**config.mk**
```make
export PLATFORM = sky130hd
export DESIGN_NAME = prog_run_ctrl_flat
export DESIGN_NICKNAME = d
export VERILOG_FILES = /design/src/rtl/prog_run_ctrl_if.sv /design/src/rtl/prog_run_ctrl.sv /design/src/flat_wrapper.sv
export SDC_FILE = /design/constraint.sdc
export NUM_CORES = 1
export LEC_CHECK = 0
export CORE_UTILIZATION = 55
export CTS_BUF_LIST = sky130_fd_sc_hd__clkbuf_8
export CTS_CLUSTER_SIZE = 28
export DETAILED_ROUTE_END_ITERATION = 10
export GPL_ROUTABILITY_DRIVEN = 0
export GPL_TIMING_DRIVEN = 0
export PLACE_DENSITY = 0.91
export SLEW_MARGIN = 20
export SYNTH_ARGS = -nofsm -noshare
export SYNTH_HDL_FRONTEND = slang
export SYNTH_SLANG_ARGS = --single-unit
```
**constraint.sdc**
```tcl
create_clock -name clk -period 5.7 [get_ports clk]
set_input_delay 0.57 -clock clk [delete_from_list [all_inputs] [get_ports clk]]
set_output_delay 0.57 -clock clk [all_outputs]
set_load 0.1 [all_outputs]
```
**src/rtl/prog_run_ctrl_if.sv**
```systemverilog
// Dump request port of the run controller: one word request per valid/ready transfer.
// sel chooses register file (0) or data memory (1); addr is the word address.
interface prog_run_ctrl_if #(
  parameter int unsigned ADDR_W = 8
);
  logic              valid;
  logic              ready;
  logic              sel;
  logic [ADDR_W-1:0] addr;

  modport master (output valid, output sel, output addr, input ready);
  modport slave  (input valid, input sel, input addr, output ready);
endinterface

```
**src/rtl/prog_run_ctrl.sv**
```systemverilog
// Run controller for the single-cycle MIPS top: runs the CPU until the PC passes the program
// end or the cycle budget expires, freezes it, then dumps register file and data memory.
module prog_run_ctrl #(
  parameter int unsigned NUM_INSTR  = 26,
  parameter int unsigned PC_W       = 32,
  parameter int unsigned MAX_CYCLES = 4096,
  parameter int unsigned RF_DEPTH   = 32,
  parameter int unsigned DM_DEPTH   = 256,
  parameter int unsigned ADDR_W     = 8
) (
  input  logic                 clk,
  input  logic                 reset,
  input  logic                 start,
  input  logic [PC_W-1:0]      pc,
  output logic                 cpu_en,
  prog_run_ctrl_if.master      dump,
  output logic                 done,
  output logic                 timeout,
  output logic [31:0]          cycle_count
);

  localparam logic [2:0] StIdle   = 3'd0;
  localparam logic [2:0] StRun    = 3'd1;
  localparam logic [2:0] StDrain  = 3'd2;
  localparam logic [2:0] StDumpRf = 3'd3;
  localparam logic [2:0] StDumpDm = 3'd4;
  localparam logic [2:0] StDone   = 3'd5;

  localparam logic [PC_W-1:0]   EndLimit = PC_W'(NUM_INSTR * 4);
  localparam logic [31:0]       MaxCount = 32'(MAX_CYCLES);
  localparam logic [ADDR_W-1:0] RfLast   = ADDR_W'(RF_DEPTH - 1);
  localparam logic [ADDR_W-1:0] DmLast   = ADDR_W'(DM_DEPTH - 1);

  logic [2:0]        state_q, state_d;
  logic [ADDR_W-1:0] addr_q, addr_d;
  logic [31:0]       count_q, count_d;
  logic              timeout_q, timeout_d;
  logic [31:0]       count_inc;

  assign count_inc = count_q + 32'd1;

  always_comb begin
    state_d   = state_q;
    addr_d    = addr_q;
    count_d   = count_q;
    timeout_d = timeout_q;
    case (state_q)
      StIdle, StDone: begin
        addr_d = '0;
        if (start) begin
          state_d   = StRun;
          count_d   = '0;
          timeout_d = 1'b0;
        end
      end
      StRun: begin
        count_d = count_inc;
        // PC end condition takes priority over the budget on the same edge
        if (pc > EndLimit) begin
          state_d = StDrain;
        end else if (count_inc == MaxCount) begin
          state_d   = StDrain;
          timeout_d = 1'b1;
        end
      end
      StDrain: begin
        state_d = StDumpRf;
        addr_d  = '0;
      end
      StDumpRf: begin
        if (dump.ready) begin
          if (addr_q == RfLast) begin
            state_d = StDumpDm;
            addr_d  = '0;
          end else begin
            addr_d = addr_q + 1'b1;
          end
        end
      end
      StDumpDm: begin
        if (dump.ready) begin
          if (addr_q == DmLast) begin
            state_d = StDone;
            addr_d  = '0;
          end else begin
            addr_d = addr_q + 1'b1;
          end
        end
      end
      default: begin
        state_d = StIdle;
        addr_d  = '0;
      end
    endcase
  end

  always_ff @(posedge clk or posedge reset) begin
    if (reset) begin
      state_q   <= StIdle;
      addr_q    <= '0;
      count_q   <= '0;
      timeout_q <= 1'b0;
    end else begin
      state_q   <= state_d;
      addr_q    <= addr_d;
      count_q   <= count_d;
      timeout_q <= timeout_d;
    end
  end

  // Outputs decode registered state only; no path from pc or ready.
  assign cpu_en      = (state_q == StRun);
  assign dump.valid  = (state_q == StDumpRf) || (state_q == StDumpDm);
  assign dump.sel    = (state_q == StDumpDm);
  assign dump.addr   = addr_q;
  assign done        = (state_q == StDone);
  assign timeout     = timeout_q;
  assign cycle_count = count_q;

endmodule

```
**src/flat_wrapper.sv**
```systemverilog
// flat-port wrapper written by rule: the top's interface ports become plain ports
module prog_run_ctrl_flat 
#(
  parameter int unsigned NUM_INSTR  = 26,
  parameter int unsigned PC_W       = 32,
  parameter int unsigned MAX_CYCLES = 4096,
  parameter int unsigned RF_DEPTH   = 32,
  parameter int unsigned DM_DEPTH   = 256,
  parameter int unsigned ADDR_W     = 8
)
  (clk, reset, start, pc, cpu_en, done, timeout, cycle_count, dump_valid, dump_sel, dump_addr, dump_ready);
  prog_run_ctrl_if #(.ADDR_W(ADDR_W)) dump_i ();
  input  logic clk;
  input  logic reset;
  input  logic start;
  input  logic [PC_W-1:0] pc;
  output logic cpu_en;
  output logic done;
  output logic timeout;
  output logic [31:0] cycle_count;
  output wire logic [$bits(dump_i.valid)-1:0] dump_valid;
  output wire logic [$bits(dump_i.sel)-1:0] dump_sel;
  output wire logic [$bits(dump_i.addr)-1:0] dump_addr;
  input wire logic [$bits(dump_i.ready)-1:0] dump_ready;
  assign dump_valid = dump_i.valid;
  assign dump_sel = dump_i.sel;
  assign dump_addr = dump_i.addr;
  assign dump_i.ready = dump_ready;
  prog_run_ctrl #(.NUM_INSTR(NUM_INSTR), .PC_W(PC_W), .MAX_CYCLES(MAX_CYCLES), .RF_DEPTH(RF_DEPTH), .DM_DEPTH(DM_DEPTH), .ADDR_W(ADDR_W)) u_core (.clk(clk), .reset(reset), .start(start), .pc(pc), .cpu_en(cpu_en), .dump(dump_i), .done(done), .timeout(timeout), .cycle_count(cycle_count));
endmodule
```
* Word level (Yosys, flattened, before mapping)
Index checks and enable logic that the tools add are counted.
Word-level totals: flip-flop bits (word level) 44, output and inout port bits 45, input port bits 36
Cells by class: $lt $le $gt $ge 1, equal/unequal tests 16, multiplexer cells 19, bitwise gates (word level) 1, add/sub/neg operators 2, reductions and logical operators 8
Operator list (count):
- $pmux W32 S2 | 1
- $add A32 B1 Y32 const B | 1
- $eq A32 B13 Y1 const B | 1
- $gt A32 B7 Y1 const B | 1
- $mux W32 | 1
- $mux W8 | 4
- $pmux W8 S3 | 1
- $mux W3 | 7
- $pmux W3 S5 | 1
- $add A8 B1 Y8 const B | 1
- $eq A8 B5 Y1 const B | 1
- $eq A8 B8 Y1 const B | 1
- $ne A2 B1 Y1 const B | 4
- $eq A3 B2 Y1 const B | 2
- $eq A3 B3 Y1 const B | 2
- $ne A2 B2 Y1 const B | 3
- $reduce_and A6 Y1 | 1
- $reduce_and A4 Y1 | 1
- $eq A3 B1 Y1 const B | 1
- $logic_not A3 Y1 | 1
- $mux W1 | 3
- $ne A3 B1 Y1 const B | 1
- $reduce_and A3 Y1 | 1
- $pmux W1 S2 | 1
- other kinds (5) | 5

* Depth between registers and ports, before layout
word-level depth 5, mapped depth 10, gate-level depth less buffers 8

* Worst setup path after synthesis
No wires, ideal clock.
kind register -> output, from register u_core.state_q[1], to output port done, stages on the path, launching flop included 3, required time 5.130 ns, arrival 2.713 ns, slack 2.417 ns, path through dfrtp_1 > buf_2 > nor3b_1
On the way: word-level cells in the longest chain between the ends 1
Ends and longest elaborated chain:
- start: declaration | RTL line prog_run_ctrl.sv:34 | logic [2:0] state_q, state_d;
- start signal: assignment | RTL line prog_run_ctrl.sv:99 | state_q <= StIdle;
- start signal: assignment | RTL line prog_run_ctrl.sv:104 | state_q <= state_d;
- $eq A3 B3 Y1 | RTL line prog_run_ctrl.sv:116 | assign done = (state_q == StDone);
- end: declaration | RTL line flat_wrapper.sv:18 | output logic done;
No other way between the ends.

* Final worst setup path
from register u_core.state_q[0], to output port cpu_en
On the way: word-level cells in the longest chain between the ends 1
Ends and longest elaborated chain:
- $eq A3 B1 Y1 | RTL line prog_run_ctrl.sv:112 | assign cpu_en = (state_q == StRun);
- end: declaration | RTL line flat_wrapper.sv:17 | output logic cpu_en;
No other way between the ends.

==> results.txt <==
The final critical path takes up 70.21% of the cycle. The routed design has 9.470 mm of wire. The share of the synthesized area in the top cell type came out at 33.96%. The worst setup path is captured at a primary output. The flow ran to the end, and the final reports show no timing, DRC or antenna violations. The quantity of I/O buffers inserted on ports is 80. The post-synthesis adder-cell area fraction came out at 1.158%. The largest buffer count on any clock path is 2. The final hold slack came out at 0.5323 ns. The peak per-stage delay on the critical path is 1.24 ns. The cell that appears most often on the critical path is sky130_fd_sc_hd__clkbuf_1. The remaining antenna violation count after routing is 0. The arrival time at the worst endpoint is 3.43 ns.

The area share of xor/xnor cells in the synthesized design is 2.431%. The combinational family with the most area after synthesis is simple AND/OR/NAND/NOR gates. The portion of synthesized area spent on multiplexers is 1.582%. The count of endpoints failing hold in the final timing report was 0. The category of the worst setup path launch point is a flip-flop. The wire length per cell after detailed routing is 16.58 um. For this run, the leading register cell type out of synthesis is sky130_fd_sc_hd__dfrtp_1. The core footprint came out at 0.005608 sq mm. The HPWL after detailed placement came out at 6.855 mm. The post-synthesis register bit count came out at 44.

The mean post-synth cell area is 7.907 sq um. The number of slew-limit violations in the final report is 0. TritonCTS built the clock tree. Yosys mapped a number of flops with a built-in enable equal to 0. The number of resized instances in the post-cts repair step came out at 0.

The initial standard-cell utilization of the core is 57.81%. The proportion of synthesized flip-flops having asynchronous set or reset came out at 100.0%. The die covers 0.006206 sq mm. The worst setup path is of the reg2out kind.

Across the run, the number of max-cap violations was 0. The setup fix buffers added after clock tree synthesis came out at 0. The clock-pin slew reported for the worst setup and hold paths after clock tree synthesis is 0.10 ns. The routed via count came out at 3,682. The area fraction in compound gates after synthesis came out at 21.92%. The required time at the endpoint of the critical path came out at 5.13 ns.

At the pin with the least slew margin, the transition time is 0.9829 ns. The number of clock buffers added by TritonCTS is 5. Synthesis produced a netlist with a net count of 449.

The total grt overflow is 0. The global router's overall resource usage is 32.18%. The power per cell area is 193.8 mW/mm^2. The tightest slew margin relative to the limit is 34.27%. For this run, the number of Yosys warnings is 0. From synthesis to final layout, the design area changed by 31.84%. The cell area after synthesis is 0.003242 sq mm. The via count of the first global-routing pass is 3,406. The total DRC errors in the routed layout came out at 0. The horizontal die dimension came out at 78.78 um. In this run the number of H-tree levels came out at 2.

The count of mapped cells out of synthesis is 410. The count of endpoints failing setup in the final report came out at 0. In this run the worst hold path is classified as reg2reg.

The final setup TNS came out at 0 ns. The later-pin clock latency in the skew report is 0.31 ns. The slowest stage of the critical path belongs to the cell sky130_fd_sc_hd__clkdlybuf4s50_1.

The critical path goes through buf_2 > nor2b_1 > nand2b_1 > clkbuf_1 > inv_2 > clkbuf_1 > clkdlybuf4s50_1. Of the cells placed in the final design, the portion with a size suffix greater than 1 is 9.419%. The register area share after synthesis came out at 33.96%. The via density per instance came out at 6.448. The simple-gate share of the synthesized area is 33.50%. Summed over all instances, the cell type with the most area after synthesis is sky130_fd_sc_hd__dfrtp_1. The minimum clock period came out at 4.002 ns. The number of inserted diodes is 0.

The first-pass iteration count of the detailed router is 5. The tree is rooted in a sky130_fd_sc_hd__clkbuf_8. The initial detailed-routing violation count is 484.

The number of hold-repair buffers added at the cts stage is 0. The highest ir drop seen on vdd is 0.0003182 V. The pin count of the biggest net entering global routing is 29. In this run the worst path has a maximum fanout of 10.

The number of antenna violations at the first check in global routing came to 0. The leakage power figure is 0.001725 uW. By area the synthesized netlist is led by sky130_fd_sc_hd__dfrtp_1 (34%), sky130_fd_sc_hd__o21ai_0 (9.6%), sky130_fd_sc_hd__nand2_1 (6.7%).

The number of top-level design ports came out at 81. The die is 78.78 um tall. Setup repair after global routing left no endpoint under its margin. Counting every sink on the clock net gives 44. The wire length of the first global-routing pass is 15.86 mm. The number of cell rows is 27. The number of nets in the finished design is 537.

The number of distinct standard cells referenced by the synthesized netlist is 58. The maximum clock skew at final layout came out at 0.01373 ns. The highest attainable clock frequency came out at 0.2499 GHz.
==> synth_stat cells (4+ instances only) <==
cell                        n
sky130_fd_sc_hd__nand3_1   15
sky130_fd_sc_hd__a21oi_1   14
sky130_fd_sc_hd__nand2_1   58
sky130_fd_sc_hd__and3_1     8
sky130_fd_sc_hd__nor3_1    16
sky130_fd_sc_hd__o21ai_0   62
sky130_fd_sc_hd__nand2b_1   4
sky130_fd_sc_hd__inv_1      6
sky130_fd_sc_hd__nand3b_1   4
sky130_fd_sc_hd__dfrtp_1   44
sky130_fd_sc_hd__buf_2      8
sky130_fd_sc_hd__nand4_1   18
sky130_fd_sc_hd__xnor2_1    6
sky130_fd_sc_hd__nor2_1    31
sky130_fd_sc_hd__o31ai_1   11
sky130_fd_sc_hd__a31oi_1    7
sky130_fd_sc_hd__buf_4      6
sky130_fd_sc_hd__clkbuf_1  12
sky130_fd_sc_hd__or2_2      4
sky130_fd_sc_hd__mux2i_1    4
sky130_fd_sc_hd__nor4_1    11
==> cells by family after synthesis <==
family,after synthesis
and+or+nand+nor,194
xor gates and xnor gates,9
muxes,5
DFF,44
adders and majority gates,3
AOI/OAI and AO/OA,118
buffers and inverters,37
==> metal layers <==
| layer | vias up | GRT usage, % | share of wire (%) | wire length (um) |
|---|---|---|---|---|
| li1 | 1687 | - | - | - |
| met1 | 1692 | 41.75 | 39 | 3732 |
| met2 | 263 | 52.96 | 46 | 4324 |
| met3 | 40 | 6.207 | 12 | 1137 |
| met4 | 0 | 12.41 | 2.9 | 275 |
| met5 | - | 0 | 0 | 0 |
==> stage by stage <==
step	cell area (sq um)	std cells	setup WS [ns]	power, uW	utilization, %
final	4274	571	1.698	828.4	76.22
after global routing	4274	571	1.552	853.4	76.22
after CTS	4274	571	1.758	829.3	76.22
after floorplan	3242	410	2.417	501.7	-
after detailed placement	4153	563	2.109	574.8	74.05
after global placement	4133	562	2.139	567.3	73.69
==> worst paths after layout <==
kind	startpoint	end	slack, ns	cells after the start
min in group asynchronous	reset	u_core.cycle_count[5]	0.55	2
max in group asynchronous	reset	u_core.cycle_count[31]	4.67	3
setup / recovery	u_core.state_q[0]	cpu_en	1.70	7
setup reg to reg	u_core.cycle_count[0]	u_core.state_q[1]	2.88	8
hold / removal	u_core.timeout	u_core.timeout	0.53	1
hold reg to reg	u_core.timeout	u_core.timeout	0.53	1
==> cell usage in the layout (no fill, tap or decap), types with 7 or more instances in the layout <==
cell and n:
sky130_fd_sc_hd__nor4_1 11, sky130_fd_sc_hd__a31oi_1 7, sky130_fd_sc_hd__nand3_1 15, sky130_fd_sc_hd__o31ai_1 11
sky130_fd_sc_hd__o21ai_0 62, sky130_fd_sc_hd__and3_1 8, sky130_fd_sc_hd__nand2_1 58, sky130_fd_sc_hd__a21oi_1 14
sky130_fd_sc_hd__nor2_1 31, sky130_fd_sc_hd__clkdlybuf4s50_1 80, sky130_fd_sc_hd__clkbuf_1 12, sky130_fd_sc_hd__dfrtp_1 44
sky130_fd_sc_hd__nand4_1 18, sky130_fd_sc_hd__nor3_1 16, sky130_fd_sc_hd__buf_2 8
==> power breakdown <==
group | switching [uW] | total (uW) | internal (uW)
combinational | 155 | 219 | 63.7
clock | 118 | 261 | 144
sequential | 19.6 | 348 | 328
total | 293 | 828 | 536
==> layout make-up <==
cell class,instances,area (sq um)
Multi-Input combinational cell,329,1964
Fill cell,436,1334
Sequential cell,44,1101
Timing Repair Buffer,81,820.8
Buffer,30,150.1
Tap cell,72,90.09
Clock buffer,6,82.58
Clock inverter,2,38.79
Inverter,7,26.28
==> worst max-delay path, delay by kind of cell, from the launching register on <==
kind / cells / cell delay [ns]
simple gates: 2 / 0.41
buf+inv: 5 / 2.38
flops: 1 / 0.33
==> registers in the layout (all words and copies together) (netlist names) <==
name / count
u_core.cycle_count: 32
u_core.dump.addr: 8
u_core.state_q: 3
u_core.timeout: 1
Power figures use the tool's default switching activity.
